<file path="src/rtl/dm_timer_if.sv">
// CPU data-port view of dm_timer: M-stage address, write data and byte enables in;
// read word and interrupt request out.
interface dm_timer_if;
  logic [31:0] addr;
  logic [31:0] wdata;
  logic [3:0]  byteen;
  logic [31:0] rdata;
  logic        irq;

  modport master (output addr, wdata, byteen, input rdata, irq);
  modport slave  (input addr, wdata, byteen, output rdata, irq);
endinterface

</file>
<file path="src/rtl/dm_timer.sv">
// Memory-mapped countdown timer: CTRL/PRESET/COUNT window at BASE_ADDR, one-shot or
// auto-reload counting through a four-state FSM, and a maskable interrupt.
module dm_timer #(
  parameter logic [31:0] BASE_ADDR = 32'h0000_7F00
) (
  input logic        clk,
  input logic        reset,
  dm_timer_if.slave  bus
);

  typedef enum logic [1:0] {S_IDLE, S_LOAD, S_CNT, S_INT} state_t;

  state_t      state;
  logic        ctrl_en;
  logic [1:0]  ctrl_mode;
  logic        ctrl_im;
  logic [31:0] preset;
  logic [31:0] count;
  logic        irq_flag;

  logic hit;
  logic wr_ok;
  logic wr_ctrl;
  logic wr_preset;
  logic unused_addr_bits;

  // Word offset 3 (+C) lies inside the 16-byte decode but is not a register.
  assign hit       = (bus.addr[31:4] == BASE_ADDR[31:4]) && (bus.addr[3:2] != 2'b11);
  assign wr_ok     = hit && (bus.byteen == 4'b1111);
  assign wr_ctrl   = wr_ok && (bus.addr[3:2] == 2'b00);
  assign wr_preset = wr_ok && (bus.addr[3:2] == 2'b01);

  assign unused_addr_bits = ^bus.addr[1:0];

  always_comb begin
    bus.rdata = '0;
    if (hit) begin
      case (bus.addr[3:2])
        2'b00:   bus.rdata = {28'd0, ctrl_im, ctrl_mode, ctrl_en};
        2'b01:   bus.rdata = preset;
        2'b10:   bus.rdata = count;
        default: bus.rdata = '0;
      endcase
    end
  end

  assign bus.irq = ctrl_im & irq_flag;

  // NOTE: every register here, wide ones included, is plain flops and must reach a
  // known zero on reset; there is no memory array that could be left uninitialised.
  always_ff @(posedge clk or negedge reset) begin
    if (!reset) begin
      state     <= S_IDLE;
      ctrl_en   <= 1'b0;
      ctrl_mode <= 2'b00;
      ctrl_im   <= 1'b0;
      preset    <= '0;
      count     <= '0;
      irq_flag  <= 1'b0;
    end else begin
      case (state)
        S_IDLE: if (ctrl_en) state <= S_LOAD;
        S_LOAD: begin
          count <= preset;
          state <= S_CNT;
        end
        S_CNT: begin
          if (!ctrl_en) begin
            state <= S_IDLE;
          end else if (count == 32'd0) begin
            state    <= S_INT;
            irq_flag <= 1'b1;
          end else begin
            count <= count - 32'd1;
          end
        end
        S_INT: begin
          if (ctrl_mode == 2'd1) begin
            irq_flag <= 1'b0;
            state    <= S_LOAD;
          end else begin
            ctrl_en <= 1'b0;
            state   <= S_IDLE;
          end
        end
        default: state <= S_IDLE;
      endcase

      // NOTE: non-blocking assignments to the same register resolve last-wins, so the
      // CPU write below overrides the FSM's EN clear and irq_flag set on the same edge.
      if (wr_ctrl) begin
        ctrl_en   <= bus.wdata[0];
        ctrl_mode <= bus.wdata[2:1];
        ctrl_im   <= bus.wdata[3];
      end
      if (wr_preset) preset <= bus.wdata;
      if (wr_ctrl || wr_preset) irq_flag <= 1'b0;
    end
  end

endmodule

</file>
<file path="src/flat_wrapper.sv">
// flat-port wrapper written by rule: the top's interface ports become plain ports
module dm_timer_flat 
#(
  parameter logic [31:0] BASE_ADDR = 32'h0000_7F00
)
  (clk, reset, bus_addr, bus_wdata, bus_byteen, bus_rdata, bus_irq);
  dm_timer_if bus_i ();
  input logic clk;
  input logic reset;
  input wire logic [$bits(bus_i.addr)-1:0] bus_addr;
  input wire logic [$bits(bus_i.wdata)-1:0] bus_wdata;
  input wire logic [$bits(bus_i.byteen)-1:0] bus_byteen;
  output wire logic [$bits(bus_i.rdata)-1:0] bus_rdata;
  output wire logic [$bits(bus_i.irq)-1:0] bus_irq;
  assign bus_i.addr = bus_addr;
  assign bus_i.wdata = bus_wdata;
  assign bus_i.byteen = bus_byteen;
  assign bus_rdata = bus_i.rdata;
  assign bus_irq = bus_i.irq;
  dm_timer #(.BASE_ADDR(BASE_ADDR)) u_core (.clk(clk), .reset(reset), .bus(bus_i));
endmodule
</file>
<file path="config.mk">
export PLATFORM = sky130hd
export DESIGN_NAME = dm_timer_flat
export DESIGN_NICKNAME = d
export VERILOG_FILES = /design/src/rtl/dm_timer_if.sv /design/src/rtl/dm_timer.sv /design/src/flat_wrapper.sv
export SDC_FILE = /design/constraint.sdc
export NUM_CORES = 1
export LEC_CHECK = 0
export BUFFER_PORTS_ARGS = -buffer_cell sky130_fd_sc_hd__buf_2
export CAP_MARGIN = 40
export CORE_MARGIN = 2
export CORE_UTILIZATION = 58
export CTS_CLUSTER_SIZE = 20
export DETAILED_ROUTE_END_ITERATION = 8
export PLACE_DENSITY = 0.94
export SYNTH_ARGS = -nofsm -noshare
export SYNTH_HDL_FRONTEND = slang
export SYNTH_SLANG_ARGS = --single-unit
</file>
<file path="constraint.sdc">
create_clock -name clk -period 7.9 [get_ports clk]
set_input_delay 0.395 -clock clk [delete_from_list [all_inputs] [get_ports clk]]
set_output_delay 0.395 -clock clk [all_outputs]
set_load 0.1 [all_outputs]
</file>
Word-level counts from Yosys, hierarchy flattened
Index checks and enable logic that the tools add are counted.
- register bits after elaboration: 71
- word-level logic and storage cells: 59
- input bits: 70
- output and inout bits: 33
- add/subtract/negate cells: 1
- eq/ne operators: 17
- reductions and logical operators: 15
- bitwise gates (word level): 1
- multiplexer cells: 18
- operators with widths (cell ; count):
    $mux W32 ; 3
    $pmux W32 S3 ; 1
    $pmux W32 S2 ; 1
    $logic_not A32 Y1 ; 1
    $sub A32 B1 Y32 const B ; 1
    $eq A28 B11 Y1 const B ; 1
    $ne A3 B1 Y1 const B ; 3
    $mux W1 ; 8
    $pmux W2 S4 ; 1
    $eq A2 B1 Y1 const B ; 3
    $eq A2 B2 Y1 const B ; 3
    $mux W2 ; 3
    $ne A2 B1 Y1 const B ; 3
    $eq A4 B4 Y1 const B ; 1
    $logic_and A1 B1 Y1 ; 4
    $logic_not A2 Y1 ; 2
    $ne A2 B2 Y1 const B ; 2
    $reduce_and A2 Y1 ; 2
    $reduce_and A4 Y1 ; 1
    $reduce_bool A2 Y1 ; 2
    $ne A3 B3 Y1 const B ; 1
    $reduce_and A3 Y1 ; 1
    $reduce_bool A3 Y1 ; 1
    $pmux W1 S2 ; 1
    2 further kinds ; 2

Logic depth before layout (Yosys ltp)
Gate-level depths: netlist of the first run.
- depth after elaboration: 7
- mapped depth: 10

Worst setup path after synthesis of the first run
No wires, ideal clock.
- path kind: input to output
- from: input port bus_addr[2]
- to: output port bus_rdata[11]
- path slack: 4.643 ns
- stages: 6
- data required time: 7.505 ns
- arrival: 2.862 ns
- path buffers: 2
- cell sequence: clkbuf_1 inv_1 nor2_1 clkbuf_1 a22oi_1 nor2_1
- word-level cells in the longest chain between the ends: 3
- RTL lines (element ; line ; RTL):
    from (decl) ; flat_wrapper.sv:10 ; input wire logic [$bits(bus_i.addr)-1:0] bus_addr;
    $eq A2 B2 Y1 (tied with other cells) ; dm_timer.sv:38 ; case (bus.addr[3:2])
    $pmux W32 S3 / $logic_and A1 B1 Y1 (equally long branches) ; dm_timer.sv:38, dm_timer.sv:28 ;
    $mux W32 (*) ; dm_timer.sv:37 ; if (hit) begin
    to (decl) ; flat_wrapper.sv:13 ; output wire logic [$bits(bus_i.rdata)-1:0] bus_rdata;
Every way passes the cells marked *; elsewhere a longest branch is shown, timed or not.

Final worst setup path of the first run
- from: register u_core.count[19]
- to: register u_core.count[26]
- word-level cells in the longest chain between the ends: 4
- RTL lines (element ; line ; RTL):
    from (decl) ; dm_timer.sv:18 ; logic [31:0] count;
    from (signal assigned) ; dm_timer.sv:64 ; count <= preset;
    from (signal assigned) ; dm_timer.sv:74 ; count <= count - 32'd1;
    $sub A32 B1 Y32 ; dm_timer.sv:74 ;
    $mux W32 ; dm_timer.sv:70 ; end else if (count == 32'd0) begin
    $mux W32 ; dm_timer.sv:68 ; if (!ctrl_en) begin
    $pmux W32 S2 ; dm_timer.sv:61 ; case (state)
Parallel ways exist; a longest one is shown, timed or not. The select of a mux whose other input is x is not followed.
A chain may end at the register's enable or synchronous reset.

==> flow_summary_export.csv, run 1 <==
group,metric,value,unit
timing,layout_setup_ws,4730,ps
cts,cts.repair_timing.setup_buffer_count,0,
drt,route.detailed.drc,0,
power,peakVddDrop,0.0693,mV
floorplanning,die_h,89.4,um
cts,clkLatencyLatePin,360,ps
critical_path,crit_type,"reg2reg",
timing,fin_crit,3170,ps
timing,setup_viol,0,
cts,post_cts_resized,0,
cts,htree_levels,3,
power,combPwrFrac,5.5,%
run_status,outcome,"complete, no violations",
critical_path,crit_fanout,12,
critical_path,cp-start-kind,"flop",
synth,synth-async-reset-ratio,100,%
timing,finalCritPeriodShare,40.1,%
global_routing,grt_max_degree,46,
cts,cts-root-buf,"clkbuf_8",
critical_path,crit_required,8150,ps
critical_path,crit_path_frequent_cell,"or4_1",
run,maxCapViolCount,0,
critical_path,slowest_delay,620,ps
floorplanning,start_util,59.2,%
placement,hpwl,8050,um
placement,pre_cts_ws,4840,ps
cts,numCtsBuffers,9,
cts,clkTransAtPathRegs,80,ps
timing,slew_viol_final,0,
timing,rsz0062_at_grt,"false",
global_routing,antenna_found_initial,0,
synth,synth_top_cell_area_share,42.0,%
global_routing,grt_pass1_wl,18500,um
critical_path,cp.arrival,3420,ps
cts,cts_hold_buf,0,
critical_path,endpoint_kind,"flop",
floorplanning,die-area,7990,um^2
synth,syn_area,4230,um^2
critical_path,crit_slowest_cell,"or4_1",
drt,dr_total_vias,4163,
power,leakagePower,2.38,nW
synth,yosysMostFrequentCell,"dfrtp_1",
synth,synth_edf_count,0,
worst_hold_path,worstHoldPathType,"in2async",
placement,gp_congestion,0.918,
global_routing,grt_pass1_vias,3926,
critical_path,path_cells,"or4_1 -> or4_1 -> o31a_1 -> nand2_1 -> nor3_1 -> a211o_1",
power,p_per_area,132,nW/um^2
cells_and_area,diodes,0,
synth,synth_warnings,0,
cells_and_area,area_delta_synth_final,18.6,%
timing,hold_viol,0,
floorplanning,die_w,89.4,um
drt,ant_nets,0,
synth,synth_flop_cell,"dfrtp_1",
timing,worstMarginPinSlew,933,ps
floorplanning,core_area,7140,um^2
synth,synth_top_area_cell,"dfrtp_1",
synth,yosysUniqueCellTypes,50,
drt,wl_per_cell,17.9,um
synth,ys_ff_latch,71,
synth,synth.yosys.seq_area_share,42.0,%
drt,first_iter_violations,403,
power,power,0.663,mW
synth,synth_common_cells,"dfrtp_1, nor2_1, nand2_1, mux2_2, a22oi_1",
synth,synth.avg_cell_area,9.27,um^2
timing,finalClockSkew,13.2,ps
drt,viasPerCell,6.41,
placement,numPortBuffers,100,
timing,fmax,316,MHz
power,internal_power,0.501,mW
drt,wl,11600,um
global_routing,gr-total-overflow,0,
power,switchingPower,0.162,mW
cells_and_area,final_nets,621,
timing,max_slew_margin,37.2,%
drt,drt-pass1-iter-count,5,
power,p_clk_share,39.7,%
global_routing,grt_usage,29.6,%
timing,finalSetupTns,0,ps
synth,syn_nets,532,
cells_and_area,final_core_util,70.2,%
floorplanning,pin_count,103,
power,sw_frac_of_total,24.4,%
floorplanning,placementRows,31,
cts,cts.sinks,71,
synth,netlist_instances,456,
synth,synth_area_leaders,"dfrtp_1, mux2_2, a22oi_1, nor2_1, nand2_1",
power,pwr-share-seq,54.8,%
cts,cts_tree,"yes",
cts,clock_path_buffers,2,
cells_and_area,layout-drive-gt1-share,30.9,%
[placed cells by master, fill, tap and decap left out, types with 2 or more instances in the layout]
cell,instances
buf_2,100
nor3_1,16
nand2b_1,6
nand2_1,36
nand3_1,16
nand4_1,7
clkinvlp_4,2
dfrtp_1,71
clkinv_2,2
nor4_1,15
o211ai_1,12
nor2_1,46
or2_2,2
mux2i_1,11
nand3b_1,3
clkbuf_8,10
nand4b_1,2
buf_4,7
o21ai_0,12
ha_1,6
or3_1,14
a211o_1,2
and3_1,6
a21oi_1,17
o22ai_1,6
mux2_2,35
a22oi_1,29
o311ai_0,12
o31ai_1,2
nor4b_1,3
inv_1,9
or4_1,5
buf_8,2
nor2b_2,2
and2_1,2
[path summary, 6_finish.rpt]
path / from / to / slack [ps] / cells after the start
hold / removal: reset / u_core.preset[19] / 30 / 2
setup reg to reg: u_core.count[19] / u_core.count[26] / 4730 / 6
max in group asynchronous: reset / u_core.count[31] / 7320 / 3
min in group clk: bus_wdata[20] / u_core.preset[20] / 260 / 2
hold reg to reg: u_core.preset[10] / u_core.count[10] / 520 / 2
setup / recovery: u_core.count[19] / u_core.count[26] / 4730 / 6
[critical path: cells and delay by family (launching register included)]
family | cells | cell delay (ps)
simple gates | 4 | 1830
compound gates | 2 | 760
flops | 1 | 450
[area by class of cell]
type	count	area [um^2]
clock buffer	11	141
inverter	10	37.5
tap	99	124
clock inverter	5	33.8
multi-input combinational	342	2280
sequential	71	1780
fill	523	2120
timing repair buffer	111	614
[power groups by stage]
stage / Clock (mW) / Combinational [mW] / Sequential (mW)
2_1_floorplan: 0 / 0.00787 / 0.370
3_3_place_gp: 0 / 0.0331 / 0.370
5_1_grt: 0.283 / 0.0397 / 0.363
3_5_place_dp: 0 / 0.0363 / 0.370
6_report: 0.263 / 0.0362 / 0.363
4_1_cts: 0.266 / 0.0364 / 0.363
[metal layers]
| metal | global-route usage, % | up-vias | wire length, um |
|---|---|---|---|
| met5 | 0 | - | 0 |
| met4 | 13.4 | 0 | 304 |
| met3 | 5.91 | 40 | 1040 |
| met2 | 48.5 | 271 | 5660 |
| met1 | 38.0 | 1951 | 4600 |
| li1 | - | 1901 | - |
[state kept, by name, indices dropped and copies added (netlist names)]
name / flops
u_core.ctrl_im: 1
u_core.ctrl_en: 1
u_core.irq_flag: 1
u_core.preset: 32
u_core.ctrl_mode: 2
u_core.state: 2
u_core.count: 32
[cell families (layout without fill, tap and decap cells)]
logic type | count (synthesis) | after routing | synth area share (%)
buffers and inverters | 43 | 137 | 4.29
adder cells (fa/ha/maj) | 6 | 6 | 1.78
AND/OR/NAND/NOR | 188 | 188 | 23.0
AO/OA/AOI/OAI | 102 | 102 | 16.9
multiplexers | 46 | 46 | 11.9
flip-flops | 71 | 71 | 42.0
[through the flow]
| step | std cells | hold WS (ps) | area, um^2 |
|---|---|---|---|
| detailed placement | 633 | 421 | 4840 |
| global route | 649 | 51.8 | 5010 |
| floorplan | 456 | 99.4 | 4230 |
| global placement | 628 | 497 | 4770 |
| finish | 649 | 27.6 | 5010 |
| CTS | 649 | 38.8 | 5010 |
Note: power is estimated with default switching activity, not from simulation.
==> run 2, diff against run 1 <==
- CORE_UTILIZATION: 58 -> 54
- PLACE_DENSITY: 0.94 -> 0.89
- clock period: 7.9 -> 3.3 ns (I/O delays scaled with it)
==> run 2 against run 1 <==
Net effect:
- combinational power up 140%
- core utilization down 3.9 points
- flip-flop and latch count unchanged
- worst setup slack worse by 4400 ps
- wire length up 2.4%
- sequential share of layout area down 0.41 points
- cell count up 1.1%
- clock-buffer cell count unchanged
==> flow_summary_export.csv, run 2 (synthesis results as in run 1) <==
group,metric,value,unit
run_status,outcome,"complete, no violations",
cts,cts.repair_timing.setup_buffer_count,0,
drt,first_iter_violations,391,
power,peakVddDrop,0.220,mV
power,p_clk_share,44.5,%
power,switchingPower,0.374,mW
timing,max_slew_margin,47.5,%
drt,route.detailed.drc,0,
placement,gp_congestion,0.910,
timing,slew_viol_final,0,
timing,finalCritPeriodShare,90.6,%
power,leakagePower,2.42,nW
global_routing,grt_pass1_vias,4180,
floorplanning,pin_count,103,
timing,fmax,334,MHz
global_routing,grt_max_degree,34,
global_routing,gr-total-overflow,0,
cts,clkLatencyLatePin,350,ps
floorplanning,die_h,92.5,um
power,combPwrFrac,5.0,%
critical_path,cp.arrival,3220,ps
cts,clkTransAtPathRegs,80,ps
drt,wl,11900,um
power,internal_power,1.35,mW
timing,worstMarginPinSlew,780,ps
timing,rsz0062_at_grt,"false",
power,p_per_area,339,nW/um^2
cells_and_area,final_nets,626,
cells_and_area,diodes,0,
drt,viasPerCell,6.43,
run,maxCapViolCount,0,
cells_and_area,top_regs,"u_core.count x32, u_core.preset x32",
worst_hold_path,whs_path_depth,2,
cells_and_area,most-common-layout-cells,"buf_2, dfrtp_1, nor2_1",
floorplanning,placementRows,32,
cells_and_area,fill_cells,590,
placement,numPortBuffers,100,
cells_and_area,area_delta_synth_final,20.0,%
timing,whs,45.1,ps
critical_path,endpoint_kind,"flop",
global_routing,grt_pass1_wl,19500,um
floorplanning,die_w,92.5,um
cts,cts-root-buf,"clkbuf_8",
cells_and_area,final_common_cell,"buf_2",
cts,htree_levels,3,
cts,cts.sinks,71,
drt,drt-pass1-iter-count,5,
critical_path,crit_fanout,12,
drt,dr_total_vias,4217,
global_routing,antenna_found_initial,0,
floorplanning,die-area,8550,um^2
power,sw_frac_of_total,21.7,%
floorplanning,core_area,7650,um^2
drt,ant_nets,0,
timing,fin_crit,2990,ps
cells_and_area,multiInputGateArea,2280,um^2
power,pwr-share-seq,50.5,%
cts,cts_tree,"yes",
timing,setup_viol,0,
floorplanning,start_util,55.3,%
cts,clock_path_buffers,2,
placement,place_inst,640,
global_routing,grt_usage,28.5,%
critical_path,crit_type,"reg2reg",
cells_and_area,stdcell_count,656,
critical_path,crit_required,3530,ps
cts,post_cts_resized,0,
placement,hpwl,8100,um
cts,numCtsBuffers,9,
cells_and_area,layout-drive-gt1-share,31.2,%
timing,finalSetupTns,0,ps
timing,hold_viol,0,
worst_hold_path,worstHoldPathType,"in2reg",
critical_path,ff2ff_path_depth,6,
cells_and_area,ff_latch_area,1780,um^2
critical_path,cp-start-kind,"flop",
timing,finalClockSkew,7.57,ps
drt,wl_per_cell,18.1,um
-- run 2: cell count changes in the layout (fill, tap and decap cells not counted), moves of 2 or more --
cell        previous run  this run
clkinvlp_4             2         0
bufinv_16              0         2
buf_8                  2         0
buf_4                  7        14
-- run 2: layout make-up --
type                    count  area share, %
clock inverters             4           1.38
multi-input cells         342           45.0
flip-flops and latches     71           35.0
clock buffers              11           2.79
repair buffers            116           12.5
inverters                  10          0.740
well taps                 102           2.52
-- run 2: metrics by stage --
stage	worst slack [ps]	util, %	power [mW]	cell area [um^2]
after floorplan	503	-	0.906	4230
after global placement	466	63.2	0.967	4830
after detailed placement	398	63.4	0.972	4850
after CTS	348	66.3	1.72	5070
after global routing	198	66.3	1.77	5070
final	309	66.3	1.72	5070
-- run 2: worst paths after layout --
check | start | to | slack (ps)
max | u_core.count[19] | u_core.count[26] | 310
min | bus_wdata[27] | u_core.preset[27] | 50
max reg2reg | u_core.count[19] | u_core.count[26] | 310
min reg2reg | u_core.preset[26] | u_core.count[26] | 530
max in group asynchronous | reset | u_core.irq_flag | 2350
min in group asynchronous | reset | u_core.preset[11] | 240
-- run 2: power groups by stage --
| stage | logic, mW | registers [mW] | clock network [mW] |
|---|---|---|---|
| after detailed placement | 0.0853 | 0.887 | 0 |
| after global routing | 0.0954 | 0.869 | 0.801 |
| after global placement | 0.0804 | 0.887 | 0 |
| final | 0.0859 | 0.870 | 0.766 |
| after CTS | 0.0867 | 0.870 | 0.766 |
| after floorplan | 0.0188 | 0.887 | 0 |
-- run 2: layer usage --
metal  track usage [%]  share of wire [%]
met5             0.641                  0
met2              47.0                 49
met4              10.7                2.1
met1              36.4                 40
met3              6.75                8.6
-- run 2: timing repair --
action                     CTS  global route
hold endpoints to repair    12             0
setup endpoints to repair    0             0
hold buffers                 1             0
-- run 2: worst max-delay path: stages (launching register included) --
cell and delay, ps:
dfrtp_1 440, or4_1 610, or4_1 630, o31a_1 420, nand2_1 410, nor3_1 120
a211o_1 250
==> run 3, diff against run 2 <==
- CORE_UTILIZATION: 54 -> 58
- PLACE_DENSITY: 0.89 -> 0.94
- clock period: 3.3 -> 3.7 ns (I/O delays scaled with it)
==> run 3 against run 2 <==
Net effect:
- total power is 13% lower
- largest power group unchanged
- worst setup slack better by 160 ps
- combinational power is 13% lower
- via count is 0.57% higher
- core utilization is 4.0 points higher
- cell area is 1.1% lower
- non-clock buffer count is 4 lower
- flip-flop and latch count stayed put
- sequential power is 11% lower
- critical path depth stayed put
- cell count is 0.91% lower
- wire length is 0.78% higher
==> flow_summary_export.csv, run 3 (synthesis results as in run 1) <==
group,metric,value,unit
run_status,outcome,"complete, no violations",
placement,gp_congestion,0.922,
floorplanning,core_area,7140,um^2
timing,hold_viol,0,
floorplanning,pin_count,103,
drt,first_iter_violations,614,
drt,dr_total_vias,4241,
global_routing,grt_pass1_vias,3958,
cts,clkLatencyLatePin,360,ps
timing,finalClockSkew,15.2,ps
drt,viasPerCell,6.52,
drt,wl,12000,um
critical_path,ff2ff_setup_slack,470,ps
timing,rsz0062_at_grt,"false",
run,maxCapViolCount,0,
floorplanning,die_h,89.4,um
cts,cts-root-buf,"clkbuf_8",
placement,pre_cts_ws,640,ps
placement,dpl_cell_area,4800,um^2
drt,ant_nets,0,
floorplanning,start_util,59.2,%
cts,post_cts_resized,0,
timing,finalCritPeriodShare,87.4,%
placement,hpwl,8200,um
timing,setup_viol,0,
critical_path,crit_start,"u_core.count[19]",
cts,clock_path_buffers,2,
placement,numPortBuffers,100,
timing,fmax,309,MHz
timing,slew_viol_final,0,
global_routing,grt_pass1_wl,19300,um
cells_and_area,top_regs,"u_core.count x32, u_core.preset x32",
drt,drt-pass1-iter-count,5,
cts,numCtsBuffers,9,
global_routing,grt_max_degree,40,
cells_and_area,layout-drive-gt1-share,31.0,%
cts,cts.repair_timing.setup_buffer_count,0,
critical_path,path_cells,"or4_1 -> or4_1 -> o31a_1 -> nand2_1 -> nor4b_1 -> a211o_1",
critical_path,crit_required,3940,ps
worst_hold_path,holdPathEnd,"u_core.preset[19]",
critical_path,endpoint_kind,"flop",
critical_path,r2r-end,"u_core.count[27]",
cells_and_area,area_delta_synth_final,18.7,%
cells_and_area,stdcell_count,650,
cts,clkTransAtPathRegs,90,ps
critical_path,ff2ff_path_depth,6,
timing,fin_crit,3230,ps
critical_path,crit_slowest_cell,"or4_1",
power,leakagePower,2.39,nW
power,peakVddDrop,0.200,mV
cells_and_area,stdcell_area,5020,um^2
critical_path,cp-start-kind,"flop",
cells_and_area,most-common-layout-cells,"buf_2, dfrtp_1, nor2_1",
cts,cts.sinks,71,
critical_path,r2r-start,"u_core.count[19]",
cells_and_area,final_common_cell,"buf_2",
worst_hold_path,whs_path_depth,2,
cells_and_area,final_core_util,70.3,%
global_routing,grt_usage,31.0,%
floorplanning,die-area,7990,um^2
timing,worstMarginPinSlew,903,ps
cts,cts_hold_buf,1,
timing,whs,48.2,ps
drt,wl_per_cell,18.4,um
cts,htree_levels,3,
global_routing,gr-total-overflow,0,
drt,route.detailed.drc,0,
power,p_per_area,297,nW/um^2
cells_and_area,final_nets,622,
cells_and_area,diodes,0,
timing,layout_setup_ws,467,ps
floorplanning,die_w,89.4,um
power,power,1.49,mW
worst_hold_path,worstHoldPathType,"in2reg",
critical_path,crit_type,"reg2reg",
worst_hold_path,hold_start,"bus_wdata[19]",
critical_path,slowest_delay,640,ps
timing,max_slew_margin,39.7,%
global_routing,antenna_found_initial,0,
placement,place_inst,633,
cts,cts_tree,"yes",
critical_path,cp.arrival,3470,ps
critical_path,crit_path_frequent_cell,"or4_1",
floorplanning,placementRows,31,
critical_path,crit_fanout,12,
timing,finalSetupTns,0,ps
-- run 3: area by class of cell --
| cell class | count | area (um^2) |
|---|---|---|
| Timing Repair Buffer | 112 | 593 |
| Tap cell | 99 | 124 |
| Multi-Input combinational cell | 342 | 2280 |
| Fill cell | 556 | 2120 |
| Clock inverter | 7 | 80.1 |
| Clock buffer | 9 | 124 |
| Sequential cell | 71 | 1780 |
| Inverter | 10 | 37.5 |
-- run 3: report_power, final --
group | internal (mW) | switching [mW] | total [mW]
logic | 0.0314 | 0.0435 | 0.0749
registers | 0.775 | 0.0000638 | 0.775
clock network | 0.319 | 0.322 | 0.641
-- run 3: worst max-delay path by stage --
stage / endpoint / slack, ps / cells past startpoint
finish: u_core.count[27] / 470 / 6
global route: u_core.count[27] / 360 / 6
CTS: u_core.count[27] / 550 / 6
detailed placement: u_core.count[27] / 640 / 6
global placement: u_core.count[27] / 700 / 6
floorplan: bus_rdata[11] / 860 / 6
-- run 3: critical path: cells and delay by family, from the launching register on --
family,cells,cell delay [ps]
simple gates,4,1870
compound gates,2,770
flops,1,460
-- run 3: layer usage --
metal | GRT usage, % | wire length [um]
met4 | 13.4 | 292
met5 | 0 | 0
met1 | 41.3 | 4760
met2 | 50.6 | 5960
met3 | 4.34 | 965
